`src/rtl/data_pattern_source.sv`:
```
// Burst pattern source (counter / Galois LFSR / constant / zero) for a ready/valid stream.
// Optional embedded properties: define DATA_PATTERN_SOURCE_ASSERT_EN.
module data_pattern_source #(
    parameter int unsigned       DATA_W    = 16,
    parameter int unsigned       LEN_W     = 16,
    parameter logic [DATA_W-1:0] LFSR_TAPS = 16'hB400
) (
    input  logic              clk,
    input  logic              reset,
    input  logic              start,
    input  logic [1:0]        mode,
    input  logic [DATA_W-1:0] seed,
    input  logic [LEN_W-1:0]  burst_len,
    output logic [DATA_W-1:0] data,
    output logic              valid,
    input  logic              ready,
    output logic              busy,
    output logic              done
);

    typedef enum logic [1:0] {StIdle, StRun, StDone} state_e;
    typedef enum logic [1:0] {ModeCount, ModeLfsr, ModeConst, ModeZero} mode_e;

    state_e            state_q, state_d;
    mode_e             mode_q, mode_d;
    logic [DATA_W-1:0] data_q, data_d;
    logic [LEN_W-1:0]  len_q, len_d;
    logic [LEN_W-1:0]  cnt_q, cnt_d;
    logic [DATA_W-1:0] first_word;
    logic [DATA_W-1:0] next_word;

    always_comb begin
        first_word = '0;
        unique case (mode_e'(mode))
            ModeCount: first_word = seed;
            ModeLfsr:  first_word = (seed == '0) ? DATA_W'(1) : seed;
            ModeConst: first_word = seed;
            ModeZero:  first_word = '0;
            default:   first_word = '0;
        endcase
    end

    always_comb begin
        next_word = data_q;
        unique case (mode_q)
            ModeCount: next_word = data_q + DATA_W'(1);
            ModeLfsr:  next_word = (data_q >> 1) ^ (data_q[0] ? LFSR_TAPS : '0);
            ModeConst: next_word = data_q;
            ModeZero:  next_word = data_q;
            default:   next_word = data_q;
        endcase
    end

    always_comb begin
        state_d = state_q;
        mode_d  = mode_q;
        data_d  = data_q;
        len_d   = len_q;
        cnt_d   = cnt_q;
        unique case (state_q)
            StIdle: begin
                if (start) begin
                    if (burst_len != '0) begin
                        state_d = StRun;
                        mode_d  = mode_e'(mode);
                        len_d   = burst_len;
                        cnt_d   = '0;
                        data_d  = first_word;
                    end else begin
                        state_d = StDone;
                    end
                end
            end
            StRun: begin
                // valid is always high in RUN, so ready alone marks a handshake
                if (ready) begin
                    if (cnt_q == len_q - LEN_W'(1)) begin
                        state_d = StDone;
                        cnt_d   = '0;
                    end else begin
                        data_d = next_word;
                        cnt_d  = cnt_q + LEN_W'(1);
                    end
                end
            end
            StDone: state_d = StIdle;
            default: state_d = StIdle;
        endcase
    end

    always_ff @(posedge clk or posedge reset) begin
        if (reset) begin
            state_q <= StIdle;
            mode_q  <= ModeCount;
            data_q  <= '0;
            len_q   <= '0;
            cnt_q   <= '0;
        end else begin
            state_q <= state_d;
            mode_q  <= mode_d;
            data_q  <= data_d;
            len_q   <= len_d;
            cnt_q   <= cnt_d;
        end
    end

    // Outputs are gated by reset directly so data reads zero in the same instant reset rises.
    assign valid = (state_q == StRun) && !reset;
    assign busy  = (state_q == StRun) && !reset;
    assign done  = (state_q == StDone) && !reset;
    assign data  = valid ? data_q : '0;

`ifdef DATA_PATTERN_SOURCE_ASSERT_EN
    p_reset_data_zero: assert property (@(posedge clk) $rose(reset) |-> data == '0)
        else $error("p_reset_data_zero");

    p_hold_under_backpressure: assert property (@(posedge clk) disable iff (reset)
        valid && !ready |=> $stable(data) && valid)
        else $error("p_hold_under_backpressure");

    p_done_single_cycle: assert property (@(posedge clk) disable iff (reset)
        done |=> !done)
        else $error("p_done_single_cycle");

    p_valid_only_when_busy: assert property (@(posedge clk) disable iff (reset)
        !busy |-> !valid)
        else $error("p_valid_only_when_busy");
`endif

endmodule
```
`config.mk`:
```
export PLATFORM = sky130hd
export DESIGN_NAME = data_pattern_source
export DESIGN_NICKNAME = d
export VERILOG_FILES = /design/src/rtl/data_pattern_source.sv
export SDC_FILE = /design/constraint.sdc
export NUM_CORES = 1
export LEC_CHECK = 0
export BUFFER_PORTS_ARGS = -buffer_cell sky130_fd_sc_hd__buf_2
export CAP_MARGIN = 30
export CELL_PAD_IN_SITES_DETAIL_PLACEMENT = 0
export CELL_PAD_IN_SITES_GLOBAL_PLACEMENT = 1
export CORE_UTILIZATION = 39
export CTS_CLUSTER_SIZE = 25
export DETAILED_ROUTE_END_ITERATION = 8
export HOLD_SLACK_MARGIN = 0.03
export PLACE_DENSITY_LB_ADDON = 0.1
export SETUP_SLACK_MARGIN = 0.5
export SYNTH_ARGS = -nofsm -noshare
export SYNTH_HDL_FRONTEND = slang
export SYNTH_SLANG_ARGS = --single-unit
export TNS_END_PERCENT = 5
```
`constraint.sdc`:
```
create_clock -name clk -period 2.8 [get_ports clk]
set_clock_uncertainty 0.1 [all_clocks]
set_input_delay 0.28 -clock clk [delete_from_list [all_inputs] [get_ports clk]]
set_output_delay 0.28 -clock clk [all_outputs]
set_load 0.1 [all_outputs]
```
==> results.cfg <==
[status]
status = finished clean

[sta]
rsz0062_at_grt = true
fin_hold_ws_ns = 0.0981
setup_violations = 0
worst_pin_slew_ns = 0.951
slew_headroom = 0.361
drv_slew = 0
fin_crit_ns = 2.73
finalHoldViolations = 0
fmax_mhz = 366
layout_setup_ws_ns = 0.0663
period_share = 0.976

[clock_network]
cts_max_level = 2
clock_path_buffers = 2
cts_tree = done
clk_latency_ns = 0.32
cts_buffers = 5
cts.sinks = 52
root_buffer = clkbuf_8
clk_pin_slew_ns = 0.11

[critical_path]
endpoint_kind = flop
crit_chain = inv_2, ha_4, nor3b_4, buf_6, xor2_1, nand3_1, a32o_2, nor4_4, buf_6, buf_6, nor4_1, a311o_1
r2r_setup_slack_ns = 0.07
crit_start = len_q[0]
critPathMaxStageDelay_ns = 0.45
r2r-start = len_q[0]
critPathSlowestCell = dfrtp_2
required_ns = 2.91
cp_max_fo = 5
critPathArrivalTime_ns = 2.85
start_kind = flop
crit_top_cell = buf_6
path_class = flop to flop

[placed_design]
dpl_worst_slack_ns = -0.0114
dp_cells = 656
gp_congestion = 0.843
dp_hpwl_um = 8530
place_area_um2 = 4600
numPortBuffers = 56

[yosys]
yosys_warnings = 0
syn_area_um2 = 4070
synthFlopType = dfrtp_1
synth-xor-area-share = 0.101
syn_area_per_cell_um2 = 8.37
yosysSeqAreaShare = 0.320
synth.distinct_cells = 56
synth-compound-area-share = 0.174
synthArstFlopShare = 1.00
syn_nets = 527
synth_top_family_by_area = simple AND/OR/NAND/NOR gates
synthCells = 486
ys_ff_latch = 52
synth_fa_ha_area_frac = 0.00923
synth_mux_area_frac = 0.0415
synth-simple-area-share = 0.294
synth_edf_count = 0

[power]
leakagePower_nw = 2.11
max-vdd-ir-drop_uv = 421
cellPowerDensity_nw_per_um2 = 1020

[global_routing]
grt_pass1_wl_um = 19900
grt_usage = 0.228
grt_pass1_vias = 3903
antenna_found_initial = 0
grt_max_degree = 61
globalRoute.totalOverflow = 0

[routing]
wl_per_cell_um = 18.4
dr.pass1.iters = 5
final_antenna_net_count = 0
drtIter0Drc = 163
num_vias = 3974
totalWireLength_um = 12400
drc = 0
routed_via_density = 5.87

[floorplanning]
die_area_um2 = 10800
ios = 57
fp-row-count = 36
initial_core_util = 0.409
die_w_um = 104
core_area_um2 = 9950
die_h_um = 104

[layout]
register_area_um2 = 1310
fillers = 978
multiInputGateArea_um2 = 2610
stdcell_count = 677
diodes = 0
drive_gt1_frac = 0.278
nets = 584
areaGrowthSynthToFinish_pct = 21.0
final_cell_area_um2 = 4920

[run]
cap_violations = 0

[hold_path]
holdCritPathClass = primary input to flop
holdCritStartpoint = burst_len[7]
==> cells in the mapped netlist, types with 3 or more instances <==
cell,instances,area share
a211oi_1,10,0.018
a21oi_1,44,0.054
a31oi_1,3,0.0046
and2_1,4,0.0062
and3_1,34,0.052
buf_2,3,0.0037
buf_4,3,0.0055
buf_6,3,0.0083
clkbuf_1,36,0.033
dfrtp_1,52,0.32
ha_1,3,0.0092
inv_1,8,0.0074
mux2_2,15,0.042
nand2_1,24,0.022
nand2b_1,4,0.0062
nand3_1,42,0.052
nand4_1,10,0.015
nor2_1,27,0.025
nor3_1,12,0.015
nor4_1,13,0.020
o21ai_0,12,0.015
o31a_1,7,0.015
o31ai_1,7,0.013
or3_1,5,0.0077
or4_1,13,0.024
xnor2_1,28,0.060
xor2_1,19,0.041
==> layout by cell type (no fill, tap or decap), drive strengths merged, types with 3 or more instances in the layout <==
cell type / count
nand2: 24
nor3: 12
mux2: 15
clkbuf: 24
ha: 3
xnor2: 28
o31a: 7
or3: 5
a211oi: 10
or4: 14
o31ai: 7
nor3b: 3
dfrtp: 52
buf: 78
a21oi: 44
a31oi: 3
and2: 4
o21ai: 12
xor2: 19
nor2: 27
and3: 34
nand2b: 4
nand3: 42
nor4: 17
inv: 8
nand4: 10
==> what timing repair did <==
| action | 4_1_cts | 5_1_grt |
|---|---|---|
| hold buffers | 1 | 0 |
| buffers inserted | 7 | 3 |
| resized for setup | 8 | 32 |
| endpoints found under the hold margin | 12 | 0 |
| gates cloned | 0 | 2 |
| setup endpoints to repair | 47 | 50 |
| pin swaps | 9 | 10 |
==> critical path: cells and delay by family (launching register included) <==
family          cells  cell delay (ns)
compound gates      2             0.54
xor+xnor            1             0.19
fa+ha+maj           1             0.16
buf+inv             4             0.54
flops               1             0.45
simple gates        4             0.65
==> cell families (layout without fill, tap and decap cells) <==
kind of cell / Yosys count / in the layout
simple gates: 207 / 207
xor+xnor: 47 / 47
compound gates: 107 / 107
fa+ha+maj: 3 / 3
flops: 52 / 52
buf+inv: 55 / 113
mux: 15 / 15
==> report_power, final <==
part	switching [W]	internal [W]	leakage, nW	total, W
registers	0.000473	0.00104	0.657	0.00151
logic	0.00176	0.00129	1.41	0.00305
clock network	0.000280	0.000179	0.0414	0.000459
==> metal layers <==
layer	global-route usage	routed length (um)
met1	0.290	5320
met2	0.397	6330
met3	0.0326	505
met4	0.0684	291
met5	0	0
==> sequential cells by signal (all words and copies together) (netlist names) <==
signal and cells:
len_q 16, data_q 16, state_q 2, cnt_q 16, mode_q 2
==> metrics by stage <==
| step | power, W | TNS (ns) | util |
|---|---|---|---|
| 2_1_floorplan | 0.00370 | 0 | - |
| 3_3_place_gp | 0.00432 | 0 | 0.461 |
| 3_5_place_dp | 0.00436 | -0.0114 | 0.462 |
| 4_1_cts | 0.00491 | 0 | 0.481 |
| 5_1_grt | 0.00540 | -2.25 | 0.495 |
| 6_report | 0.00502 | 0 | 0.495 |
==> path summary, 6_finish.rpt <==
check                             to  cells after the start
setup reg to reg           data_q[3]                     12
setup / recovery           data_q[3]                     12
max in group asynchronous  data_q[8]                      3
min in group asynchronous  data_q[6]                      3
hold reg to reg            len_q[15]                      1
hold / removal              len_q[7]                      3
==> area by class of cell <==
type / instances / area share
clock buffers: 6 / 0.0147
clock inverters: 2 / 0.00330
inverters: 8 / 0.00610
multi-input cells: 379 / 0.529
flip-flops and latches: 52 / 0.265
well taps: 133 / 0.0338
repair buffers: 97 / 0.148
No activity file was read; power rests on OpenSTA's default activity.
